$ cat src/rtl/pipe_regs_pkg.sv
// Y86-64 pipeline register types, encodings and per-stage bubble constants.
// Shared by the register bank, its interface and the bench.
package y86_pipe_pkg;

  localparam logic [3:0] STAT_AOK = 4'b1000;
  localparam logic [3:0] STAT_ADR = 4'b0100;
  localparam logic [3:0] STAT_INS = 4'b0010;
  localparam logic [3:0] STAT_HLT = 4'b0001;

  localparam logic [3:0] IHALT = 4'h0;
  localparam logic [3:0] INOP  = 4'h1;
  localparam logic [3:0] RNONE = 4'hF;

  typedef struct packed {
    logic [3:0]  stat;
    logic [3:0]  icode;
    logic [3:0]  ifun;
    logic [3:0]  ra;
    logic [3:0]  rb;
    logic [63:0] val_c;
    logic [63:0] val_p;
  } d_reg_t;

  typedef struct packed {
    logic [3:0]  stat;
    logic [3:0]  icode;
    logic [3:0]  ifun;
    logic [63:0] val_c;
    logic [63:0] val_a;
    logic [63:0] val_b;
    logic [3:0]  dst_e;
    logic [3:0]  dst_m;
    logic [3:0]  src_a;
    logic [3:0]  src_b;
  } e_reg_t;

  typedef struct packed {
    logic [3:0]  stat;
    logic [3:0]  icode;
    logic        cnd;
    logic [63:0] val_e;
    logic [63:0] val_a;
    logic [3:0]  dst_e;
    logic [3:0]  dst_m;
  } m_reg_t;

  typedef struct packed {
    logic [3:0]  stat;
    logic [3:0]  icode;
    logic [63:0] val_e;
    logic [63:0] val_m;
    logic [3:0]  dst_e;
    logic [3:0]  dst_m;
  } w_reg_t;

  // A bubble is a nop that is architecturally healthy and writes no register.
  localparam d_reg_t D_BUBBLE = '{stat: STAT_AOK, icode: INOP, ifun: 4'h0,
                                  ra: RNONE, rb: RNONE, val_c: 64'h0, val_p: 64'h0};
  localparam e_reg_t E_BUBBLE = '{stat: STAT_AOK, icode: INOP, ifun: 4'h0,
                                  val_c: 64'h0, val_a: 64'h0, val_b: 64'h0,
                                  dst_e: RNONE, dst_m: RNONE, src_a: RNONE, src_b: RNONE};
  localparam m_reg_t M_BUBBLE = '{stat: STAT_AOK, icode: INOP, cnd: 1'b0,
                                  val_e: 64'h0, val_a: 64'h0, dst_e: RNONE, dst_m: RNONE};
  localparam w_reg_t W_BUBBLE = '{stat: STAT_AOK, icode: INOP, val_e: 64'h0,
                                  val_m: 64'h0, dst_e: RNONE, dst_m: RNONE};

  localparam logic [2:0] CC_RESET = 3'b100;

endpackage

$ cat src/rtl/pipe_regs_if.sv
// Bundle between stage datapaths/pipeline control and the register bank.
// master = datapath/control side, slave = pipe_regs.
interface pipe_regs_if
  import y86_pipe_pkg::*;
#(
  parameter int CNT_W = 32
);
  logic             f_stall;
  logic             d_stall;
  logic             d_bubble;
  logic             e_bubble;
  logic             m_bubble;
  logic             w_stall;
  logic             set_cc;
  logic             cc_we;
  logic [2:0]       cc_next;
  logic [63:0]      f_pred_next;
  d_reg_t           d_next;
  e_reg_t           e_next;
  m_reg_t           m_next;
  w_reg_t           w_next;
  logic [63:0]      f_pred_pc;
  d_reg_t           d_q;
  e_reg_t           e_q;
  m_reg_t           m_q;
  w_reg_t           w_q;
  logic [2:0]       cc_q;
  logic [CNT_W-1:0] stall_cnt;
  logic [CNT_W-1:0] bubble_cnt;
  logic [CNT_W-1:0] cycle_cnt;

  modport master (
    output f_stall, d_stall, d_bubble, e_bubble, m_bubble, w_stall,
           set_cc, cc_we, cc_next, f_pred_next, d_next, e_next, m_next, w_next,
    input  f_pred_pc, d_q, e_q, m_q, w_q, cc_q, stall_cnt, bubble_cnt, cycle_cnt
  );

  modport slave (
    input  f_stall, d_stall, d_bubble, e_bubble, m_bubble, w_stall,
           set_cc, cc_we, cc_next, f_pred_next, d_next, e_next, m_next, w_next,
    output f_pred_pc, d_q, e_q, m_q, w_q, cc_q, stall_cnt, bubble_cnt, cycle_cnt
  );

endinterface

$ cat src/rtl/pipe_stage_reg.sv
// One pipeline register: 1-cycle load, stall holds (wins over bubble), bubble loads BUBBLE_VAL.
// Reset also loads BUBBLE_VAL, so predPC passes RESET_PC here with bubble tied low.
module pipe_stage_reg #(
  parameter int           W          = 64,
  parameter logic [W-1:0] BUBBLE_VAL = '0
) (
  input  logic         clk,
  input  logic         rst_n,
  input  logic         stall,
  input  logic         bubble,
  input  logic [W-1:0] d,
  output logic [W-1:0] q
);

  always_ff @(posedge clk or negedge rst_n) begin
    if (!rst_n) begin
      q <= BUBBLE_VAL;
    end else if (stall) begin
      q <= q;
    end else if (bubble) begin
      q <= BUBBLE_VAL;
    end else begin
      q <= d;
    end
  end

endmodule

$ cat src/rtl/pipe_regs.sv
// Y86-64 F/D/E/M/W pipeline registers + CC; 1-cycle load, stall > bubble > load, all outputs flopped.
// Optional saturating perf counters under `PIPE_REGS_PERF_EN; otherwise the counter ports read 0.
module pipe_regs
  import y86_pipe_pkg::*;
#(
  parameter logic [63:0] RESET_PC = 64'h0,
  parameter int          CNT_W    = 32
) (
  input  logic       clk,
  input  logic       rst_n,
  pipe_regs_if.slave bus
);

  pipe_stage_reg #(.W(64), .BUBBLE_VAL(RESET_PC)) u_f_reg (
    .clk(clk), .rst_n(rst_n), .stall(bus.f_stall), .bubble(1'b0),
    .d(bus.f_pred_next), .q(bus.f_pred_pc)
  );

  pipe_stage_reg #(.W($bits(d_reg_t)), .BUBBLE_VAL(D_BUBBLE)) u_d_reg (
    .clk(clk), .rst_n(rst_n), .stall(bus.d_stall), .bubble(bus.d_bubble),
    .d(bus.d_next), .q(bus.d_q)
  );

  pipe_stage_reg #(.W($bits(e_reg_t)), .BUBBLE_VAL(E_BUBBLE)) u_e_reg (
    .clk(clk), .rst_n(rst_n), .stall(1'b0), .bubble(bus.e_bubble),
    .d(bus.e_next), .q(bus.e_q)
  );

  pipe_stage_reg #(.W($bits(m_reg_t)), .BUBBLE_VAL(M_BUBBLE)) u_m_reg (
    .clk(clk), .rst_n(rst_n), .stall(1'b0), .bubble(bus.m_bubble),
    .d(bus.m_next), .q(bus.m_q)
  );

  pipe_stage_reg #(.W($bits(w_reg_t)), .BUBBLE_VAL(W_BUBBLE)) u_w_reg (
    .clk(clk), .rst_n(rst_n), .stall(bus.w_stall), .bubble(1'b0),
    .d(bus.w_next), .q(bus.w_q)
  );

  // CC updates only when execute has an OPq and control has not squashed it.
  always_ff @(posedge clk or negedge rst_n) begin
    if (!rst_n) begin
      bus.cc_q <= CC_RESET;
    end else if (bus.cc_we && bus.set_cc) begin
      bus.cc_q <= bus.cc_next;
    end
  end

`ifdef PIPE_REGS_PERF_EN
  localparam logic [CNT_W-1:0] CNT_ONE = CNT_W'(1);

  logic [CNT_W-1:0] stall_cnt_r;
  logic [CNT_W-1:0] bubble_cnt_r;
  logic [CNT_W-1:0] cycle_cnt_r;

  // Counters saturate at all-ones rather than wrap.
  always_ff @(posedge clk or negedge rst_n) begin
    if (!rst_n) begin
      stall_cnt_r  <= '0;
      bubble_cnt_r <= '0;
      cycle_cnt_r  <= '0;
    end else begin
      if (cycle_cnt_r != '1) begin
        cycle_cnt_r <= cycle_cnt_r + CNT_ONE;
      end
      if (bus.f_stall && (stall_cnt_r != '1)) begin
        stall_cnt_r <= stall_cnt_r + CNT_ONE;
      end
      if (bus.e_bubble && (bubble_cnt_r != '1)) begin
        bubble_cnt_r <= bubble_cnt_r + CNT_ONE;
      end
    end
  end

  assign bus.stall_cnt  = stall_cnt_r;
  assign bus.bubble_cnt = bubble_cnt_r;
  assign bus.cycle_cnt  = cycle_cnt_r;
`else
  assign bus.stall_cnt  = '0;
  assign bus.bubble_cnt = '0;
  assign bus.cycle_cnt  = '0;
`endif

endmodule
$ cat src/flat_wrapper.sv
// flat-port wrapper written by rule: the top's interface ports become plain ports
module pipe_regs_flat import y86_pipe_pkg::*;
#(
  parameter logic [63:0] RESET_PC = 64'h0,
  parameter int          CNT_W    = 32
)
  (clk, rst_n, bus_f_stall, bus_d_stall, bus_d_bubble, bus_e_bubble, bus_m_bubble, bus_w_stall, bus_set_cc, bus_cc_we, bus_cc_next, bus_f_pred_next, bus_d_next, bus_e_next, bus_m_next, bus_w_next, bus_f_pred_pc, bus_d_q, bus_e_q, bus_m_q, bus_w_q, bus_cc_q, bus_stall_cnt, bus_bubble_cnt, bus_cycle_cnt);
  pipe_regs_if #(.CNT_W(CNT_W)) bus_i ();
  input  logic clk;
  input  logic rst_n;
  input wire logic [$bits(bus_i.f_stall)-1:0] bus_f_stall;
  input wire logic [$bits(bus_i.d_stall)-1:0] bus_d_stall;
  input wire logic [$bits(bus_i.d_bubble)-1:0] bus_d_bubble;
  input wire logic [$bits(bus_i.e_bubble)-1:0] bus_e_bubble;
  input wire logic [$bits(bus_i.m_bubble)-1:0] bus_m_bubble;
  input wire logic [$bits(bus_i.w_stall)-1:0] bus_w_stall;
  input wire logic [$bits(bus_i.set_cc)-1:0] bus_set_cc;
  input wire logic [$bits(bus_i.cc_we)-1:0] bus_cc_we;
  input wire logic [$bits(bus_i.cc_next)-1:0] bus_cc_next;
  input wire logic [$bits(bus_i.f_pred_next)-1:0] bus_f_pred_next;
  input wire logic [$bits(bus_i.d_next)-1:0] bus_d_next;
  input wire logic [$bits(bus_i.e_next)-1:0] bus_e_next;
  input wire logic [$bits(bus_i.m_next)-1:0] bus_m_next;
  input wire logic [$bits(bus_i.w_next)-1:0] bus_w_next;
  output wire logic [$bits(bus_i.f_pred_pc)-1:0] bus_f_pred_pc;
  output wire logic [$bits(bus_i.d_q)-1:0] bus_d_q;
  output wire logic [$bits(bus_i.e_q)-1:0] bus_e_q;
  output wire logic [$bits(bus_i.m_q)-1:0] bus_m_q;
  output wire logic [$bits(bus_i.w_q)-1:0] bus_w_q;
  output wire logic [$bits(bus_i.cc_q)-1:0] bus_cc_q;
  output wire logic [$bits(bus_i.stall_cnt)-1:0] bus_stall_cnt;
  output wire logic [$bits(bus_i.bubble_cnt)-1:0] bus_bubble_cnt;
  output wire logic [$bits(bus_i.cycle_cnt)-1:0] bus_cycle_cnt;
  assign bus_i.f_stall = bus_f_stall;
  assign bus_i.d_stall = bus_d_stall;
  assign bus_i.d_bubble = bus_d_bubble;
  assign bus_i.e_bubble = bus_e_bubble;
  assign bus_i.m_bubble = bus_m_bubble;
  assign bus_i.w_stall = bus_w_stall;
  assign bus_i.set_cc = bus_set_cc;
  assign bus_i.cc_we = bus_cc_we;
  assign bus_i.cc_next = bus_cc_next;
  assign bus_i.f_pred_next = bus_f_pred_next;
  assign bus_i.d_next = bus_d_next;
  assign bus_i.e_next = bus_e_next;
  assign bus_i.m_next = bus_m_next;
  assign bus_i.w_next = bus_w_next;
  assign bus_f_pred_pc = bus_i.f_pred_pc;
  assign bus_d_q = bus_i.d_q;
  assign bus_e_q = bus_i.e_q;
  assign bus_m_q = bus_i.m_q;
  assign bus_w_q = bus_i.w_q;
  assign bus_cc_q = bus_i.cc_q;
  assign bus_stall_cnt = bus_i.stall_cnt;
  assign bus_bubble_cnt = bus_i.bubble_cnt;
  assign bus_cycle_cnt = bus_i.cycle_cnt;
  pipe_regs #(.RESET_PC(RESET_PC), .CNT_W(CNT_W)) u_core (.clk(clk), .rst_n(rst_n), .bus(bus_i));
endmodule
$ cat config.mk
export PLATFORM = sky130hd
export DESIGN_NAME = pipe_regs_flat
export DESIGN_NICKNAME = d
export VERILOG_FILES = /design/src/rtl/pipe_regs_pkg.sv /design/src/rtl/pipe_regs_if.sv /design/src/rtl/pipe_stage_reg.sv /design/src/rtl/pipe_regs.sv /design/src/flat_wrapper.sv
export SDC_FILE = /design/constraint.sdc
export NUM_CORES = 1
export LEC_CHECK = 0
export ABC_AREA = 1
export BUFFER_PORTS_ARGS = -buffer_cell sky130_fd_sc_hd__buf_2
export CORE_AREA = 2 2 602 604
export DETAILED_ROUTE_END_ITERATION = 10
export DIE_AREA = 0 0 604 606
export SLEW_MARGIN = 20
export SYNTH_ARGS = -nofsm -noshare
export SYNTH_HDL_FRONTEND = slang
export SYNTH_SLANG_ARGS = --single-unit
$ cat constraint.sdc
create_clock -name clk -period 0.8 [get_ports clk]
set_input_delay 0.08 -clock clk [delete_from_list [all_inputs] [get_ports clk]]
set_output_delay 0.08 -clock clk [all_outputs]
set_load 0.005 [all_outputs]
After elaboration in Yosys (flattened, before gate mapping) --
Cells that the tools add are included. W data, S select, Z words.
Cells by class: mux-type cells 3, reductions and logical operators 1
Operators with widths (number):
- $mux W220 | 1
- $mux W148 | 1
- $mux W145 | 1
- $logic_and A1 B1 Y1 | 1
Word-level totals: output and inout port bits 820, flip-flop bits (word level) 724, word-level logic and storage cells 10, input port bits 734

Longest topological paths before layout --
Gate-level depths: netlist of run 1.
depth in word-level cells 1, mapped depth 6, depth with buffers taken out 3

By module --
Synthesis of run 1 repeated with hierarchy kept, for this count alone.
Unflattened totals: cell total of the unflattened synthesis 3161, area total of the unflattened synthesis 28235.8 µm²
Modules (own cells, without submodules):
- pipe_stage_reg (u_core.u_e_reg) | area an instance 8415.6 µm², cells each 932, seq. area each 5527.8 µm², times used 1
- pipe_stage_reg (u_core.u_d_reg) | area an instance 5667.9 µm², cells each 627, seq. area each 3716.1 µm², times used 1
- pipe_stage_reg (u_core.u_m_reg) | area an instance 5451.5 µm², cells each 613, seq. area each 3641.0 µm², times used 1
- pipe_stage_reg (u_core.u_w_reg) | area an instance 5440.2 µm², cells each 609, seq. area each 3616.0 µm², times used 1
- pipe_stage_reg (u_core.u_f_reg) | area an instance 2416.1 µm², cells each 270, seq. area each 1601.5 µm², times used 1
- pipe_regs | area an instance 844.6 µm², cells each 110, seq. area each 76.3 µm², times used 1

Least setup slack after synthesis of run 1 --
No wires, ideal clock.
path type input to register, start point input port bus_w_stall, end point register u_core.u_w_reg.q[23], path buffers 4, data required time 0.667 ns, arrival 0.689 ns, cell stages on the path 6, setup slack -0.022 ns, path through buf_6 buf_12 buf_12 buf_6 nand2_1 o21ai_0
RTL lines:
- start, declared | RTL line flat_wrapper.sv:16 | input wire logic [$bits(bus_i.w_stall)-1:0] bus_w_stall;
- end signal, assigned | RTL line pipe_stage_reg.sv:19 | q <= q;
- end, declared | RTL line pipe_stage_reg.sv:12 | output logic [W-1:0] q

Worst setup path in the final report of run 1 --
start point register u_core.u_e_reg.q[0], end point output port bus_e_q[0]
RTL lines:
- start, declared | RTL line pipe_stage_reg.sv:12
- start signal, assigned | RTL line pipe_stage_reg.sv:19
- end, declared | RTL line flat_wrapper.sv:27 | output wire logic [$bits(bus_i.e_q)-1:0] bus_e_q;
No word-level cell between the ends.

==> results.md, run 1 <==
- Core box area: 0.360 mm²
- RSZ-0062 raised after global routing: yes
- CP Class: reg -> out
- Static Leak: 31.5 nW
- Peak VDD IR: 1.38 mV
- WL per Instance: 19.9 µm
- R2r setup slk: -0.11 ns
- Hold EP: u_core.u_d_reg.q[65]
- Total wire length: 215000 µm
- Final Setup Violations: 997
- DRC violation total after the first TritonRoute iteration: 2020
- Worst Max-Slew Pin Slew: 0.682 ns
- Fin util: 17.1%
- GRT Overall Usage: 11.0%
- Storage cell area: 0.0182 mm²
- Drt first pass iters: 5
- Bufs on Longest Clock Path: 4
- Synth unique cells: 18
- GR Overflow Total: 0
- DIE WIDTH: 604 µm
- Fill count: 39400
- Reg clk slew, reported paths: 0.06 ns
- Worst Hold Depth: 6
- CTS Sinks: 724
- Layout area overhead: 130%
- IO Port Bufs: 1457
- Post-synthesis cell count: 2722
- Endpoints failing hold: 0
- Class of the worst hold path: in -> reg
- Slowest-stage cell, CP: dfstp_2
- Failing checks: setup timing
- Vias in the first global route: 33000
- DRC viols: 0
- CP endpoint kind: output port
- Die Ht: 606 µm
- Root buf cell: clkbuf_16
- Final Skew: 0 ns
- Dpl cell area: 0.0416 mm²
- Fraction of layout cells with a size suffix above 1: 36.4%
- Outcome: complete, but fails checks
- Routed vias/inst: 2.93
- Sequential area share after synthesis: 68.0%
- Worst-Skew Late Latency: 0.80 ns
- Antenna violations before repair: 138
- Hold_sp: bus_d_stall
- PD cells: 1790 mW/mm²
- Startpoint Class: register
- ANT nets after route: 0
- Max-slew violations: 0
- Final worst path period need: 1.66 ns
- Largest net degree at the start of global routing: 56
- H-tree lvl count: 3
- Setup TNS: -541.07 ns
- Worst-path fanout max: 1
- Fmax: 604 MHz
- First-pass GRT wire length: 274000 µm
- Final period util: 207%
- Final nets: 6616
- CP peak stage delay: 0.57 ns
- Finished Cell Area: 0.0616 mm²
- RR Startpoint: u_core.u_w_reg.q[44]
- CTS Buf Count: 96
- Crit-path leading delay family: flip-flops
- DP HPWL: 162000 µm
- Critical R2R Capture: u_core.u_w_reg.q[44]
- Multi-input combinational cell area: 0.00549 mm²
- Post-route worst setup slack: -0.856 ns
- # IOs: 1554
- Synth Warn #: 0
- Syn_area_per_cell: 9.82 µm²
- Die area: 0.366 mm²
- Max-Cap Viols: 0
- CP arrival: 1.58 ns
- Row cnt: 221
- Relative slew slack: 54.5%
- Worst reg-to-reg path cell count: 4
- Post-Syn Area: 0.0267 mm²
- RePlAce Congestion: 0.889
- Buf/Inv on CP: 1
- Via count: 31600
- Cell Chain, Critical Path: buf_12
- Initial Util: 7.42%
- #FFs+latches synth: 724
- CTS tree: done
- Worst path required time: 0.72 ns
[area by class of cell]
type                       instances  share of cell area (%)
multi-input combinational       1332                    8.91
timing repair buffer            3182                    42.8
inverter                         546                    3.33
clock buffer                     125                    4.37
clock inverter                    50                    1.16
antenna                           40                   0.163
tap                             4794                    9.74
sequential                       724                    29.5
[worst max path at each step]
stage / slack (ns) / cells after the start / from / to
after global routing: -0.92 / 1 / u_core.u_e_reg.q[0] / bus_e_q[0]
final: -0.86 / 1 / u_core.u_e_reg.q[0] / bus_e_q[0]
after global placement: -0.24 / 6 / bus_d_bubble / u_core.u_d_reg.q[33]
after floorplan: -0.02 / 6 / bus_w_stall / u_core.u_w_reg.q[32]
after CTS: -0.98 / 1 / u_core.u_e_reg.q[0] / bus_e_q[0]
after detailed placement: -0.28 / 6 / bus_d_bubble / u_core.u_d_reg.q[38]
[worst register-to-register path: cells and delay by family, from the launching register on]
kind / cells / cell delay (ns)
and+or+nand+nor: 1 / 0.05
buffers and inverters: 2 / 0.25
DFF: 1 / 0.38
AOI/OAI and AO/OA: 1 / 0.09
[cell usage after synthesis (all sizes together)]
library cell	instances	share of area, %
clkbuf	32	0.45
nand3	3	0.056
or2	28	0.66
dfrtp	675	63
o21ai	218	4.1
nor2	338	4.8
dfstp	49	4.8
nand2	649	9.1
inv	546	7.7
buf	183	5.2
conb	1	0.014
[stage by stage]
| stage | setup slack, ns | hold WS [ns] | total power [mW] | std cells |
|---|---|---|---|---|
| after floorplan | -0.0194 | -0.216 | 44.4 | 2817 |
| after global placement | -0.241 | 0.222 | 54.2 | 9065 |
| after detailed placement | -0.278 | 0.220 | 54.3 | 9065 |
| after CTS | -0.977 | -0.0556 | 111 | 10700 |
| after global routing | -0.923 | -0.0149 | 115 | 10800 |
| final | -0.856 | 0.000487 | 110 | 10800 |
[placed cells by master (no fill, tap or decap), drive strengths merged]
cell / instances
buf: 1840
bufinv: 13
clkbuf: 131
clkinv: 17
clkinvlp: 8
conb: 96
dfrtp: 675
dfstp: 49
diode: 40
dlygate4sd3: 1310
dlymetal6s4s: 26
inv: 558
nand2: 649
nand3: 3
nor2: 338
o21ai: 218
or2: 28
[timing repair]
item	in CTS	in global routing
resized for setup	364	202
endpoints found under the hold margin	1448	258
endpoints found under the setup margin	725	1160
setup buffers	96	100
hold buffers	1359	7
gates cloned	0	1
pin swaps	0	16
[sequential cells by signal, indices dropped and copies added (netlist names)]
name              count
u_core.u_e_reg.q    220
u_core.bus.cc_q       3
u_core.u_f_reg.q     64
u_core.u_m_reg.q    145
u_core.u_w_reg.q    144
u_core.u_d_reg.q    148
[per-layer routing]
metal,part of all wire (%),wire length (µm),GRT usage (%),vias to the layer above
met4,7.7,16500,7.19,56
met3,9.3,19900,4.09,587
met1,36,78000,11.9,15300
met2,47,100000,17.9,1697
met5,0.16,336,0,-
li1,-,-,-,14000
[power by group]
| group | total, mW | leakage [nW] | internal, mW | switching (mW) |
|---|---|---|---|---|
| combinational | 21.2 | 20.8 | 11.4 | 9.77 |
| clock | 47.9 | 1.65 | 28.2 | 19.7 |
| sequential | 40.9 | 9.08 | 39.3 | 1.68 |
[kinds of logic (layout without fill, tap and decap cells)]
kind of cell	Yosys count	count (layout)	share of synthesized area, %
and+or+nand+nor	1018	1018	14.6
buffers and inverters	761	3903	13.3
other	1	136	0.0140
AOI/OAI and AO/OA	218	218	4.08
DFF	724	724	68.0
No activity file was read; power rests on OpenSTA's default activity.
==> run 2, diff against run 1 <==
--- a/config.mk
+++ b/config.mk
@@ -10,6 +10,7 @@
 export CORE_AREA = 2 2 602 604
 export DETAILED_ROUTE_END_ITERATION = 10
 export DIE_AREA = 0 0 604 606
+export RECOVER_POWER = 100
 export SLEW_MARGIN = 20
 export SYNTH_ARGS = -nofsm -noshare
 export SYNTH_HDL_FRONTEND = slang
==> run 2 against run 1 <==
Compared with the run above: the flow still finishes with violations (setup timing); maximum frequency barely moved; sequential power barely moved; hold slack improved by 0.061 ns; global-route usage did not move; count of clock-buffer cells in the layout did not move; critical path type unchanged; highest routed layer unchanged.
==> results.md, run 2 (same netlist as run 1, synthesis figures left out) <==
- Outcome: complete, but fails checks
- Failing checks: setup timing
- CTS Sinks: 724
- Worst Hold Depth: 3
- Worst-Skew Late Latency: 0.80 ns
- Relative slew slack: 47.5%
- PD cells: 1790 mW/mm²
- Final nets: 6616
- WL per Instance: 19.9 µm
- ANT nets after route: 0
- CP endpoint kind: output port
- Worst path required time: 0.72 ns
- R2r setup slk: -0.11 ns
- Buf/Inv on CP: 1
- RR Startpoint: u_core.u_w_reg.q[44]
- Routed vias/inst: 2.93
- Final period util: 207%
- Storage cell area: 0.0182 mm²
- Core box area: 0.360 mm²
- Worst-path fanout max: 1
- Fill count: 39400
- Max-Cap Viols: 0
- Bufs on Longest Clock Path: 4
- First-pass GRT wire length: 274000 µm
- Final worst path period need: 1.66 ns
- Critical R2R Capture: u_core.u_w_reg.q[44]
- Root buf cell: clkbuf_16
- Endpoints failing hold: 0
- Cells after DPL: 9065
- Worst reg-to-reg path cell count: 4
- Peak VDD IR: 1.35 mV
- Tot Pwr: 110 mW
- Initial Util: 7.42%
- Class of the worst hold path: in -> reg
- Static Leak: 31.3 nW
- Post-route worst setup slack: -0.856 ns
- IO Port Bufs: 1457
- NetSw: 31.1 mW
- GR Overflow Total: 0
- CTS tree: done
- Hold_sp: bus_e_next[14]
- Antenna violations before repair: 137
- CTS Buf Count: 96
- Internal power: 78.7 mW
- Fmax: 604 MHz
- Die Ht: 606 µm
- H-tree lvl count: 3
- Switch share: 28.3%
- GRT Overall Usage: 11.0%
- Via count: 31600
- CP Class: reg -> out
- DIE WIDTH: 604 µm
- Final Setup Violations: 1366
- Total wire length: 215000 µm
- Slowest-stage cell, CP: dfstp_2
- Max-slew violations: 0
- Worst Max-Slew Pin Slew: 0.787 ns
- DP HPWL: 162000 µm
- Max FFs per register: 220
- Sequential share of power: 37.3%
- RSZ-0062 raised after global routing: yes
- Cell Chain, Critical Path: buf_12
- Fin cells: 10800
- Critical Path Start: u_core.u_e_reg.q[0]
- Largest Register: u_core.u_e_reg.q
- Most frequent cells in the layout: dlygate4sd3_1 (1310), buf_2 (1174), dfrtp_1 (666)
- Hold EP: u_core.u_e_reg.q[14]
- DRC viols: 0
- CP peak stage delay: 0.57 ns
- Setup TNS: -573.70 ns
- Die area: 0.366 mm²
- Top flop regs: u_core.u_e_reg.q: 220 flops, u_core.u_d_reg.q: 148 flops, u_core.u_m_reg.q: 145 flops
- CP arrival: 1.58 ns
- Multi-input combinational cell area: 0.00549 mm²
- Drt first pass iters: 6
- Crit-path leading delay family: flip-flops
- Fraction of layout cells with a size suffix above 1: 35.6%
- Clock power share: 43.6%
- Layout area overhead: 129%
- Fin util: 17.0%
- # IOs: 1554
- DRC violation total after the first TritonRoute iteration: 2054
- RePlAce Congestion: 0.889
- Final Skew: 0 ns
- Row cnt: 221
- Commonest non-fill, non-tap cell in the layout: dlygate4sd3_1
- Largest net degree at the start of global routing: 56
- Vias in the first global route: 33000
- Startpoint Class: register
- Combinational power share: 19.1%
- Reg clk slew, reported paths: 0.06 ns
run 2: cell count changes in the layout (fill, tap and decap cells not counted), moves of 2 or more:
cell	previous run	this run
dfstp_1	0	3
dfrtp_1	664	666
o21ai_0	124	145
clkbuf_4	1	51
o21ai_1	80	59
buf_12	87	68
buf_8	4	6
dfstp_2	49	46
buf_2	1195	1174
clkbuf_2	3	13
buf_4	310	250
clkbuf_1	13	52
dfrtp_2	11	9
run 2: power by group through the flow:
stage | sequential, mW | clock (mW) | combinational [mW]
floorplan | 41.2 | 0 | 3.27
global placement | 41.2 | 0 | 13.0
detailed placement | 41.2 | 0 | 13.1
CTS | 40.7 | 49.8 | 20.3
global route | 41.1 | 51.0 | 22.5
finish | 40.9 | 47.9 | 20.9
run 2: timing repair:
action                     in CTS  in global routing
cloned                          0                  1
resized for setup             364                202
hold buffers                 1359                  7
pin swaps                       0                 16
hold endpoints to repair     1448                258
setup endpoints to repair     725               1160
setup buffers                  96                100
run 2: routing by layer:
layer | vias to the layer above | wire [µm] | global-route usage (%)
met1 | 15300 | 78200 | 11.9
met2 | 1661 | 100000 | 17.9
met4 | 56 | 16500 | 7.19
met5 | - | 339 | 0
met3 | 591 | 19600 | 4.09
li1 | 14000 | - | -
run 2: layout make-up:
class                           count  share of cell area [%]
Antenna cell                       40                   0.163
Clock buffer                      125                    4.40
Clock inverter                     50                    1.17
Inverter                          546                    3.35
Multi-Input combinational cell   1332                    8.96
Sequential cell                   724                    29.7
Tap cell                         4794                    9.80
Timing Repair Buffer             3182                    42.5
run 2: how the worst max path moves through the flow:
stage / end / slack, ns / depth (start not counted)
floorplan: u_core.u_w_reg.q[32] / -0.02 / 6
global placement: u_core.u_d_reg.q[33] / -0.24 / 6
detailed placement: u_core.u_d_reg.q[38] / -0.28 / 6
CTS: bus_e_q[0] / -0.98 / 1
global route: bus_e_q[0] / -0.92 / 1
finish: bus_e_q[0] / -0.86 / 1
run 2: per-stage QoR:
step	cell area, µm²	setup WS (ns)	hold WS (ns)
final	61200	-0.856	0.0618
after global routing	61200	-0.923	0.0122
after CTS	60700	-0.977	-0.0556
after detailed placement	41600	-0.278	0.220
after global placement	41600	-0.241	0.222
after floorplan	27100	-0.0194	-0.216
